### config.mk
export PLATFORM = sky130hd
export DESIGN_NAME = serial_subtractor
export DESIGN_NICKNAME = d
export VERILOG_FILES = /design/src/rtl/serial_sub_pkg.sv /design/src/rtl/full_subtractor.sv /design/src/rtl/serial_subtractor.sv
export SDC_FILE = /design/constraint.sdc
export NUM_CORES = 1
export LEC_CHECK = 0
export CORE_ASPECT_RATIO = 1.4
export CORE_MARGIN = 4
export CORE_UTILIZATION = 55
export CTS_BUF_LIST = sky130_fd_sc_hd__clkbuf_4 sky130_fd_sc_hd__clkbuf_8
export CTS_CLUSTER_SIZE = 8
export DETAILED_ROUTE_END_ITERATION = 12
export GPL_ROUTABILITY_DRIVEN = 0
export HOLD_SLACK_MARGIN = 0.12
export PLACE_DENSITY_LB_ADDON = 0.2
export SYNTH_ARGS = -nofsm -noshare
export SYNTH_HDL_FRONTEND = slang
export SYNTH_HIERARCHICAL = 1
export SYNTH_SLANG_ARGS = --single-unit
export TNS_END_PERCENT = 50
### constraint.sdc
create_clock -name clk -period 3.5 [get_ports clk]
set_input_delay 0.525 -clock clk [delete_from_list [all_inputs] [get_ports clk]]
set_output_delay 0.525 -clock clk [all_outputs]
set_load 0.02 [all_outputs]
### src/rtl/serial_sub_pkg.sv
`default_nettype none
// ============================================================================
// Module  : serial_sub_pkg
// Purpose : Shared definitions for the bit-serial subtractor.
//           - DEFAULT_WIDTH : default operand/result width
//           - state_t       : controller state encoding (IDLE, RUN, DONE)
// Revision: 1.0 - initial release
// ============================================================================
package serial_sub_pkg;

  localparam int DEFAULT_WIDTH = 8;

  typedef enum logic [1:0] {
    IDLE = 2'd0,
    RUN  = 2'd1,
    DONE = 2'd2
  } state_t;

endpackage : serial_sub_pkg
`default_nettype wire

### src/rtl/full_subtractor.sv
`default_nettype none
// ============================================================================
// Module  : full_subtractor
// Purpose : One-bit full subtractor computing x - y - bin.
// Ports   : x   in  minuend bit
//           y   in  subtrahend bit
//           bin in  borrow in
//           d   out difference bit
//           bo  out borrow out
// Revision: 1.0 - initial release
// ============================================================================
module full_subtractor (
  input  logic x,
  input  logic y,
  input  logic bin,
  output logic d,
  output logic bo
);

  assign d  = x ^ y ^ bin;
  // Borrow when x is 0 and y is 1, or when x equals y and a borrow comes in.
  assign bo = (~x & y) | (~(x ^ y) & bin);

endmodule : full_subtractor
`default_nettype wire

### src/rtl/serial_subtractor.sv
`default_nettype none
// ============================================================================
// Module  : serial_subtractor
// Purpose : Bit-serial unsigned subtractor, LSB first, one bit per clock.
//           Computes (a - b) mod 2^WIDTH with valid/ready handshakes on both
//           the operand and the result side.
// Ports   : clk         in  clock, rising edge
//           rst_n       in  synchronous active-low reset
//           start_valid in  operand pair offered
//           start_ready out block can accept an operand pair (IDLE)
//           a, b        in  minuend / subtrahend, unsigned
//           res_valid   out result outputs valid (DONE)
//           res_ready   in  consumer takes the result
//           diff        out (a - b) mod 2^WIDTH
//           bout        out final borrow, 1 iff a < b
//           zero        out 1 iff diff == 0
// Revision: 1.0 - initial release
// ============================================================================
module serial_subtractor
  import serial_sub_pkg::*;
#(
  parameter int WIDTH = DEFAULT_WIDTH
) (
  input  logic             clk,
  input  logic             rst_n,
  input  logic             start_valid,
  output logic             start_ready,
  input  logic [WIDTH-1:0] a,
  input  logic [WIDTH-1:0] b,
  output logic             res_valid,
  input  logic             res_ready,
  output logic [WIDTH-1:0] diff,
  output logic             bout,
  output logic             zero
);

  localparam int            CW   = $clog2(WIDTH + 1);
  localparam logic [CW-1:0] LAST = CW'(WIDTH - 1);

  state_t           state;
  state_t           state_next;
  logic [WIDTH-1:0] a_sh;
  logic [WIDTH-1:0] b_sh;
  logic [WIDTH-1:0] res_sh;
  logic [WIDTH-1:0] res_next;
  logic             borrow;
  logic [CW-1:0]    cnt;
  logic             d_bit;
  logic             bo_bit;
  logic             accept;

  full_subtractor u_fs (
    .x   (a_sh[0]),
    .y   (b_sh[0]),
    .bin (borrow),
    .d   (d_bit),
    .bo  (bo_bit)
  );

  // Difference bits enter at the MSB so that after WIDTH steps the first
  // (LSB) difference bit has arrived at bit 0.
  generate
    if (WIDTH == 1) begin : g_res_w1
      assign res_next = d_bit;
    end else begin : g_res_wn
      assign res_next = {d_bit, res_sh[WIDTH-1:1]};
    end
  endgenerate

  assign accept = (state == IDLE) && start_valid;

  // --------------------------------------------------------------------------
  // Controller
  // --------------------------------------------------------------------------
  always_ff @(posedge clk) begin
    if (!rst_n) begin
      state <= IDLE;
    end else begin
      state <= state_next;
    end
  end

  always_comb begin
    state_next  = state;
    start_ready = 1'b0;
    res_valid   = 1'b0;
    case (state)
      IDLE: begin
        start_ready = 1'b1;
        if (start_valid) state_next = RUN;
      end
      RUN: begin
        if (cnt == LAST) state_next = DONE;
      end
      DONE: begin
        res_valid = 1'b1;
        if (res_ready) state_next = IDLE;
      end
      default: state_next = IDLE;
    endcase
  end

  // --------------------------------------------------------------------------
  // Datapath
  // --------------------------------------------------------------------------
  always_ff @(posedge clk) begin
    if (!rst_n) begin
      a_sh   <= '0;
      b_sh   <= '0;
      res_sh <= '0;
      borrow <= 1'b0;
      cnt    <= '0;
    end else if (accept) begin
      a_sh   <= a;
      b_sh   <= b;
      borrow <= 1'b0;
      cnt    <= '0;
    end else if (state == RUN) begin
      a_sh   <= a_sh >> 1;
      b_sh   <= b_sh >> 1;
      res_sh <= res_next;
      borrow <= bo_bit;
      cnt    <= cnt + CW'(1);
    end
  end

  assign diff = res_sh;
  assign bout = borrow;
  assign zero = (res_sh == '0);

endmodule : serial_subtractor
`default_nettype wire

==> results.yml, run 1 <==
grt:
  grt_max_degree: 31
  grt_util_all_layers_pct: 20.94
  grt_antenna_before_repair: 0
  grt_first_pass_wirelength_um: 5306
  grt_pass1_vias: 1229
  globalRoute.totalOverflow: 0
synthesis:
  synth_compound_area_share_pct: 23.56
  synth.yosys.seq_area_share_pct: 43.43
  count_of_flip_flops_with_a_built_in_enable_after_synthesis: 0
  synth_seq_cells: 31
  postSynthCellCount: 166
  largest_family_of_logic_cells_by_synthesized_area: "compound AO/OA/AOI/OAI gates"
  synth-main-ff-cell: "sky130_fd_sc_hd__dfxtp_1"
  netlist-cell-type-count: 29
  synthArstFlopShare_pct: 0
  synthMuxAreaShare_pct: 0.7005
  yosys.area_share.adder_pct: 2.277
  syn_area_mm2: 0.001429
  synth_area_per_cell_um2: 8.608
  yosys_warnings: 6
  synth_xor_xnor_area_share_pct: 0
  synth_nets: 188
  simple_gate_area_share_of_the_yosys_netlist_pct: 23.03
placement:
  dp.cells: 219
  detailedPlace.worstSlack_ns: 1.174
  post-dp-hpwl_um: 2306
  port_buffers: 31
layout:
  num-nets-final: 214
  instances_no_fill: 227
  drive_above_1_share_pct: 13.47
  area.growth.synth_to_final_pct: 24.34
  antennaDiodeCount: 0
  postLayoutCoreUtil_pct: 72.71
timing:
  final_hold_viol_count: 0
  max_slew_margin_pct: 52.84
  totalNegativeSetupSlack_ns: 0
  slew_viol_final: 0
  final_period_minus_worst_setup_slack_ns: 2.440
  portion_of_the_clock_cycle_consumed_by_the_worst_path_in_the_final_layout_pct: 69.72
  clock_skews_ns: 0.008362
  timing.final.ws_setup_ns: 1.060
  fmax_mhz: 409.8
  max_slew.worst_pin.slew_ns: 0.7060
  unrepaired_setup_endpoints_after_global_routing: "false"
  setup_viol: 0
worst_setup_path:
  regToRegEndpoint: "diff[0]"
  startpoint_type: "flip-flop"
  critical_path.endpoint: "zero"
  r2r-start: "state[0]"
  reg2reg_slack_ns: 1.75
  worst_r2r_path_depth: 4
  worst-path-max-fanout: 4
  worst-setup-path-type: "flip-flop to primary output"
  cp-startpoint: "diff[4]"
  timing.critical_path.required_ns: 2.97
  worstSetupEndpointType: "primary output"
  timing.critical_path.arrival_ns: 1.92
power:
  p_total_uw: 713.7
  max-vdd-ir-drop_v: 0.0003197
  cellPowerDensity_mw_per_mm2: 401.7
  static_power_due_to_leakage_nw: 0.6767
floorplanning:
  die_y_extent_um: 68.31
  floorplan.die.width_um: 51.08
  core_area_mm2: 0.002444
  die_area_mm2: 0.003489
  ios: 32
  placementRows: 21
  floorplan.initialDensity_pct: 58.47
clock_network:
  post_cts.resized_instances: 0
  cts_buffers: 5
  cts_max_level: 2
  cts-root-to-sink-buffers: 2
  clkLatencyLatePin_ns: 0.33
  ctsRootBufferMaster: "sky130_fd_sc_hd__clkbuf_4"
  clock_pin_slew_on_the_worst_setup_and_hold_paths_ns: 0.09
  numClockSinks: 31
  postCtsSetupRepairBufs: 0
  ctsHoldBuffers: 0
  clock_tree_from_tritoncts: "done"
route:
  drt_drc_violations_left: 0
  dr.first_iter.drc_count: 30
  detail-route-antenna-nets: 0
  wl_per_cell_um: 13.92
  wirelength_um: 3160
  vias_per_cell: 5.599
  drt_first_pass_iters: 5
  vias: 1271
hold_path:
  min_delay_worst_type: "flip-flop to flip-flop"
outcome:
  status: "completed"
run:
  cap_violations: 0
-- registers in the layout, indices dropped and copies added, names as in the netlist --
name	count
cnt	4
state	2
a_sh	8
diff	8
b_sh	8
bout	1
-- layer usage --
metal | vias up | global-route usage [%] | wire length, µm
li1 | 630 | - | -
met1 | 583 | 19.81 | 1143
met2 | 52 | 40.16 | 1756
met3 | 6 | 5.229 | 205
met4 | 0 | 12.12 | 55
met5 | - | 0 | 0
-- through the flow --
step	hold slack (ns)	instance area [µm²]
2_1_floorplan	0.4538	1429
3_3_place_gp	0.4589	1719
3_5_place_dp	0.4719	1719
4_1_cts	0.4852	1777
5_1_grt	0.5083	1777
6_report	0.4811	1777
-- cell usage after synthesis (2+ instances only) --
cell                        n  share of area [%]
sky130_fd_sc_hd__a32oi_1    2                1.2
sky130_fd_sc_hd__inv_1      6                1.6
sky130_fd_sc_hd__buf_6      2                1.6
sky130_fd_sc_hd__or4_1      2                1.1
sky130_fd_sc_hd__nor2_1    21                5.5
sky130_fd_sc_hd__nand3_1    2               0.70
sky130_fd_sc_hd__nand2_1   20                5.3
sky130_fd_sc_hd__a21oi_1   23                8.1
sky130_fd_sc_hd__buf_2      5                1.8
sky130_fd_sc_hd__nor3b_1    2                1.1
sky130_fd_sc_hd__nor2b_1   15                6.6
sky130_fd_sc_hd__clkbuf_1   5                1.3
sky130_fd_sc_hd__dfxtp_1   31                 43
sky130_fd_sc_hd__o221a_2   14                 11
sky130_fd_sc_hd__a22oi_1    2                1.1
-- cells in the final DEF, fill, tap and decap left out --
cell type,instances
sky130_fd_sc_hd__nand3_1,2
sky130_fd_sc_hd__nand4b_1,1
sky130_fd_sc_hd__a22oi_1,2
sky130_fd_sc_hd__o21a_1,1
sky130_fd_sc_hd__clkdlybuf4s50_1,31
sky130_fd_sc_hd__dfxtp_1,31
sky130_fd_sc_hd__o21bai_1,1
sky130_fd_sc_hd__or4_1,2
sky130_fd_sc_hd__o32a_1,1
sky130_fd_sc_hd__a21oi_1,23
sky130_fd_sc_hd__ha_1,1
sky130_fd_sc_hd__nand2b_4,1
sky130_fd_sc_hd__or3_1,1
sky130_fd_sc_hd__a31oi_1,1
sky130_fd_sc_hd__and3_1,1
sky130_fd_sc_hd__o221a_2,14
sky130_fd_sc_hd__nor3b_1,2
sky130_fd_sc_hd__buf_4,2
sky130_fd_sc_hd__nor2b_1,15
sky130_fd_sc_hd__nor2_1,21
sky130_fd_sc_hd__fa_1,1
sky130_fd_sc_hd__nor2_2,1
sky130_fd_sc_hd__inv_1,6
sky130_fd_sc_hd__nand2_1,20
sky130_fd_sc_hd__clkbuf_4,7
sky130_fd_sc_hd__clkinv_2,1
sky130_fd_sc_hd__mux2i_1,1
sky130_fd_sc_hd__a32oi_1,2
-- where the power goes --
part | switching [mW] | internal, mW
Clock | 0.119 | 0.0936
Combinational | 0.0541 | 0.0611
Sequential | 0.0137 | 0.372
-- worst max-delay path, stage by stage (launching register included) --
cell                              delay (ns)
sky130_fd_sc_hd__dfxtp_1                0.34
sky130_fd_sc_hd__or4_1                  0.52
sky130_fd_sc_hd__nor2_1                 0.12
sky130_fd_sc_hd__clkdlybuf4s50_1        0.61
-- layout make-up --
type	instances	area [µm²]
sequential	31	620.6
timing repair buffer	33	325.3
fill	198	666.9
clock inverter	1	5.005
multi-input combinational	115	708.2
inverter	6	22.52
tap	34	42.54
clock buffer	7	52.55
-- worst min-delay path by stage --
stage                       start  endpoint  slack, ns  cells past startpoint
after floorplan           a_sh[7]   a_sh[7]       0.45                      2
after global placement    diff[0]   diff[0]       0.46                      2
after detailed placement  diff[0]   diff[0]       0.47                      2
after CTS                 diff[0]   diff[0]       0.49                      2
after global routing      diff[4]   diff[3]       0.51                      2
final                     diff[4]   diff[3]       0.48                      2
-- cells by family after synthesis --
kind of cell / after synthesis
AOI/OAI and AO/OA: 45
and+or+nand+nor: 67
adders and majority gates: 2
DFF: 31
muxes: 1
buffers and inverters: 20
Note: power is estimated with default switching activity, not from simulation.
==> run 2, diff against run 1 <==
--- a/config.mk
+++ b/config.mk
@@ -7,7 +7,7 @@
 export LEC_CHECK = 0
 export CORE_ASPECT_RATIO = 1.4
 export CORE_MARGIN = 4
-export CORE_UTILIZATION = 55
+export CORE_UTILIZATION = 51
 export CTS_BUF_LIST = sky130_fd_sc_hd__clkbuf_4 sky130_fd_sc_hd__clkbuf_8
 export CTS_CLUSTER_SIZE = 8
 export DETAILED_ROUTE_END_ITERATION = 12
==> constraint.sdc (replaced) <==
create_clock -name clk -period 2.37 [get_ports clk]
set_input_delay 0.3555 -clock clk [delete_from_list [all_inputs] [get_ports clk]]
set_output_delay 0.3555 -clock clk [all_outputs]
set_load 0.02 [all_outputs]
==> results.yml, run 2 (synthesized netlist as in run 1, its figures left out) <==
layout:
  postLayoutCoreUtil_pct: 69.03
  layout_common_cells: "sky130_fd_sc_hd__dfxtp_1, sky130_fd_sc_hd__clkdlybuf4s50_1, sky130_fd_sc_hd__a21oi_1"
  fin_area_mm2: 0.001824
  area.growth.synth_to_final_pct: 27.67
  instances_no_fill: 233
  antennaDiodeCount: 0
  num-nets-final: 218
  drive_above_1_share_pct: 15.23
outcome:
  status: "completed"
clock_network:
  postCtsSetupRepairBufs: 0
  clock_pin_slew_on_the_worst_setup_and_hold_paths_ns: 0.09
  clkLatencyLatePin_ns: 0.32
  ctsHoldBuffers: 0
  cts_buffers: 5
  numClockSinks: 31
  ctsRootBufferMaster: "sky130_fd_sc_hd__clkbuf_4"
  post_cts.resized_instances: 0
  cts-root-to-sink-buffers: 2
  clock_tree_from_tritoncts: "done"
  cts_max_level: 2
timing:
  portion_of_the_clock_cycle_consumed_by_the_worst_path_in_the_final_layout_pct: 95.01
  final_hold_viol_count: 0
  worst_case_hold_slack_ns: 0.4840
  setup_viol: 0
  totalNegativeSetupSlack_ns: 0
  max_slew_margin_pct: 51.01
  timing.final.ws_setup_ns: 0.1182
  fmax_mhz: 444.1
  clock_skews_ns: 0.002376
  slew_viol_final: 0
  final_period_minus_worst_setup_slack_ns: 2.252
  max_slew.worst_pin.slew_ns: 0.7333
  unrepaired_setup_endpoints_after_global_routing: "false"
worst_setup_path:
  worst_r2r_path_depth: 4
  timing.critical_path.arrival_ns: 1.90
  timing.critical_path.required_ns: 2.01
  worst-path-max-fanout: 4
  worst-setup-path-type: "flip-flop to primary output"
  worstSetupEndpointType: "primary output"
  startpoint_type: "flip-flop"
floorplanning:
  die_area_mm2: 0.003725
  floorplan.die.width_um: 52.74
  core_area_mm2: 0.002643
  ios: 32
  die_y_extent_um: 70.63
  placementRows: 22
  floorplan.initialDensity_pct: 54.07
placement:
  dp.cells: 225
  detailedPlace.worstSlack_ns: 0.4514
  port_buffers: 31
  post-dp-hpwl_um: 2295
  placedInstanceArea_mm2: 0.001752
power:
  share_comb_of_total_power_pct: 16.1
  max-vdd-ir-drop_v: 0.0004372
  cellPowerDensity_mw_per_mm2: 603.9
  clock_power_share_pct: 32.2
  netSwitchingFraction_pct: 24.57
  p_sw_uw: 270.6
  power_report.internal_total_uw: 831.0
  static_power_due_to_leakage_nw: 0.7018
  sequentialPowerShare_pct: 51.6
  p_total_mw: 1.102
hold_path:
  min_delay_worst_type: "flip-flop to flip-flop"
  min_path_cells: 2
grt:
  globalRoute.totalOverflow: 0
  grt_util_all_layers_pct: 18.20
  grt_max_degree: 19
  grt_first_pass_wirelength_um: 5223
  grt_pass1_vias: 1189
  grt_antenna_before_repair: 0
route:
  dr.first_iter.drc_count: 24
  detail-route-antenna-nets: 0
  vias_per_cell: 5.408
  vias: 1260
  drt_first_pass_iters: 4
  drt_drc_violations_left: 0
  wirelength_um: 3088
  wl_per_cell_um: 13.25
run:
  cap_violations: 0
## run 2: worst paths after layout
check | from | endpoint | slack, ns
max | diff[4] | zero | 0.12
min reg2reg | diff[4] | diff[3] | 0.48
max reg2reg | state[0] | cnt[0] | 0.76
min | diff[4] | diff[3] | 0.48
## run 2: final cells by class
class | instances | area, µm²
Sequential cell | 31 | 620.6
Inverter | 6 | 22.52
Fill cell | 233 | 818.3
Tap cell | 36 | 45.04
Clock buffer | 8 | 72.57
Timing Repair Buffer | 37 | 355.3
Multi-Input combinational cell | 115 | 708.2
## run 2: power by group through the flow
stage	logic [mW]	clock network (mW)	registers, mW
4_1_cts	0.180	0.362	0.569
3_5_place_dp	0.179	0	0.581
5_1_grt	0.197	0.386	0.572
3_3_place_gp	0.172	0	0.579
6_report	0.178	0.355	0.569
2_1_floorplan	0.115	0	0.578
## run 2: per-layer routing
metal	GRT usage (%)	share of wire (%)
met1	19.82	43
met2	31.35	51
met3	6.316	4.8
met4	7.102	1.7
met5	0	0
## run 2: worst max-delay path: stages, from the launching register on
cell and delay [ns]:
sky130_fd_sc_hd__dfxtp_1 0.34, sky130_fd_sc_hd__or4_1 0.52, sky130_fd_sc_hd__nor2_1 0.11, sky130_fd_sc_hd__clkdlybuf4s50_1 0.60
==> RTL change (flow settings as in run 1) <==
Set the package constant `DEFAULT_WIDTH` to 16 (it was 8).
--- a/src/rtl/serial_sub_pkg.sv
+++ b/src/rtl/serial_sub_pkg.sv
@@ -10,3 +10,3 @@
 
-  localparam int DEFAULT_WIDTH = 8;
+  localparam int DEFAULT_WIDTH = 16;
 
Interface: changed (resized a, b and diff); port bits go from 32 to 56. No check against the original RTL was run, so the function may have changed too.
==> RTL change against run 1 <==
  * Utilization shrank 2.7 points
  * Power up 76%
  * Wire length rose by 76%
  * Largest power group unchanged
  * Largest cell class unchanged
  * Clock skew about the same
  * Clock power increased by 68%
  * Setup slack better by 0.097 ns
  * Sequential cell count grew 25
  * Synthesized area is 79% higher
  * Cell area up 79%
  * Highest routed layer unchanged
  * Critical path type unchanged
==> RTL change: results (changes against run 1) <==
status completed (unchanged); drt total wl 5.56 mm (was 3.16 mm); Peak VDD IR 0.000282 V (was 0.000320 V); capture point of the worst reg-to-reg path b_sh[5]$_SDFFE_PN0P_ (was diff[0]$_SDFFE_PN0P_); Rel. slew slack 20.2% (was 52.8%); Via Count 2210 (was 1271); fillers 372 (was 198); dpl ws 1.09 ns (was 1.17 ns); H-tree Lvls 2 (unchanged); r2r setup slk 1.29 ns (was 1.75 ns); synth cell count leaders dfxtp_1 (56), a21oi_1 (46), nor2_1 (40) (was dfxtp_1 (31), a21oi_1 (23), nor2_1 (21)); Worst Setup Slack, final 1.16 ns (was 1.06 ns); FFs w/ async S/R, synth 0% (unchanged); post-DP HPWL 3.76 mm (was 2.31 mm); Crit path largest cell delay 0.59 ns (was 0.61 ns); vias in the first global route 2070 (was 1229); DP Cell Count 393 (was 219); Net Count, Synth 338 (was 188); Synth area leaders dfxtp_1 (44%), o221a_2 (13%), a21oi_1 (9.0%), nor2b_1 (7.6%), nor2_1 (5.9%) (was dfxtp_1 (43%), o221a_2 (11%), a21oi_1 (8.1%), nor2b_1 (6.6%), nor2_1 (5.5%)); hold slack 0.489 ns (was 0.481 ns); Cell Area, Placed 0.00308 sq mm (was 0.00172 sq mm); initial antenna violation count 0 (unchanged); Hold Path Origin diff[0]$_SDFFE_PN0P_ (was diff[4]$_SDFFE_PN0P_); GRT Total Usage 19.8% (was 20.9%); Synth Instances 299 (was 166); IO buf count 55 (was 31); hold depth 2 (unchanged); CP arrival 1.82 ns (was 1.92 ns); Initial DRC Count 101 (was 30); post-synthesis sequential area ratio 43.7% (was 43.4%); first-pass GRT wire length 9.11 mm (was 5.31 mm); Nets 377 (was 214); share of cells above drive strength 1 13.6% (was 13.5%); largest net degree at the start of global routing 42 (was 31); Clock Tree Root clkbuf_8 (was clkbuf_4); WHS Endpoint diff[0]$_SDFFE_PN0P_ (was diff[3]$_SDFFE_PN0P_); worst skew pair latency 0.31 ns (was 0.33 ns); DRT Pass-1 Iters 5 (unchanged); Wirelength per Cell 13.9 um (about the same); clock skew 0.00806 ns (was 0.00836 ns); reg2reg path depth 3 (was 4); CP top delay family buffers and inverters (was simple AND/OR/NAND/NOR gates); Leakage 1.18 nW (was 0.677 nW)
RTL change: changes by cell type after synthesis, sizes merged, moves of 4 or more:
| cell | run 1 | this run |
|---|---|---|
| nor4 | 0 | 4 |
| a21oi | 23 | 46 |
| nor2 | 22 | 40 |
| clkbuf | 5 | 14 |
| o221a | 14 | 30 |
| dfxtp | 31 | 56 |
| nand2 | 20 | 34 |
| buf | 9 | 13 |
| nor2b | 15 | 31 |
RTL change: area by class of cell:
| cell class | count | area, sq um | share of cell area (%) |
|---|---|---|---|
| multi-input cells | 209 | 1280 | 40.2 |
| flip-flops and latches | 56 | 1120 | 35.3 |
| repair buffers | 59 | 581 | 18.3 |
| well taps | 62 | 77.6 | 2.44 |
| clock buffers | 5 | 68.8 | 2.17 |
| inverters | 7 | 26.3 | 0.827 |
| clock inverters | 3 | 23.8 | 0.748 |
RTL change: worst max-delay path by stage:
stage | start | endpoint
floorplan | state[0]$_SDFFE_PN0P_ | start_ready
global placement | start_valid | b_sh[5]$_SDFFE_PN0P_
global route | diff[2]$_SDFFE_PN0P_ | zero
CTS | diff[2]$_SDFFE_PN0P_ | zero
detailed placement | rst_n | cnt[2]$_SDFFE_PP0N_
finish | diff[2]$_SDFFE_PN0P_ | zero
RTL change: routing by layer:
layer / track usage, % / wire (um) / part of all wire (%)
met4: 7.17 / 84 / 1.5
met1: 22.1 / 2330 / 42
met3: 3.68 / 199 / 3.6
met2: 36.7 / 2940 / 53
met5: 0 / 0 / 0
RTL change: power breakdown:
group | switching (mW) | internal, mW | leakage, nW
Clock | 0.215 | 0.142 | 0.0404
Combinational | 0.0888 | 0.110 | 0.676
Sequential | 0.0280 | 0.674 | 0.460
RTL change: logic make-up after synthesis:
group                      Yosys count  synth area share [%]
and+or+nand+nor                    119                  22.2
AOI/OAI and AO/OA                   85                  25.0
DFF                                 56                  43.8
buffers and inverters               34                  6.49
adders and majority gates            3                  1.76
muxes                                2                 0.781
RTL change: worst reg2reg max path: stages (launching register included):
cell and delay (ns):
dfxtp_2 0.73, nor2_1 0.14, nor2_2 0.92, o221a_2 0.37
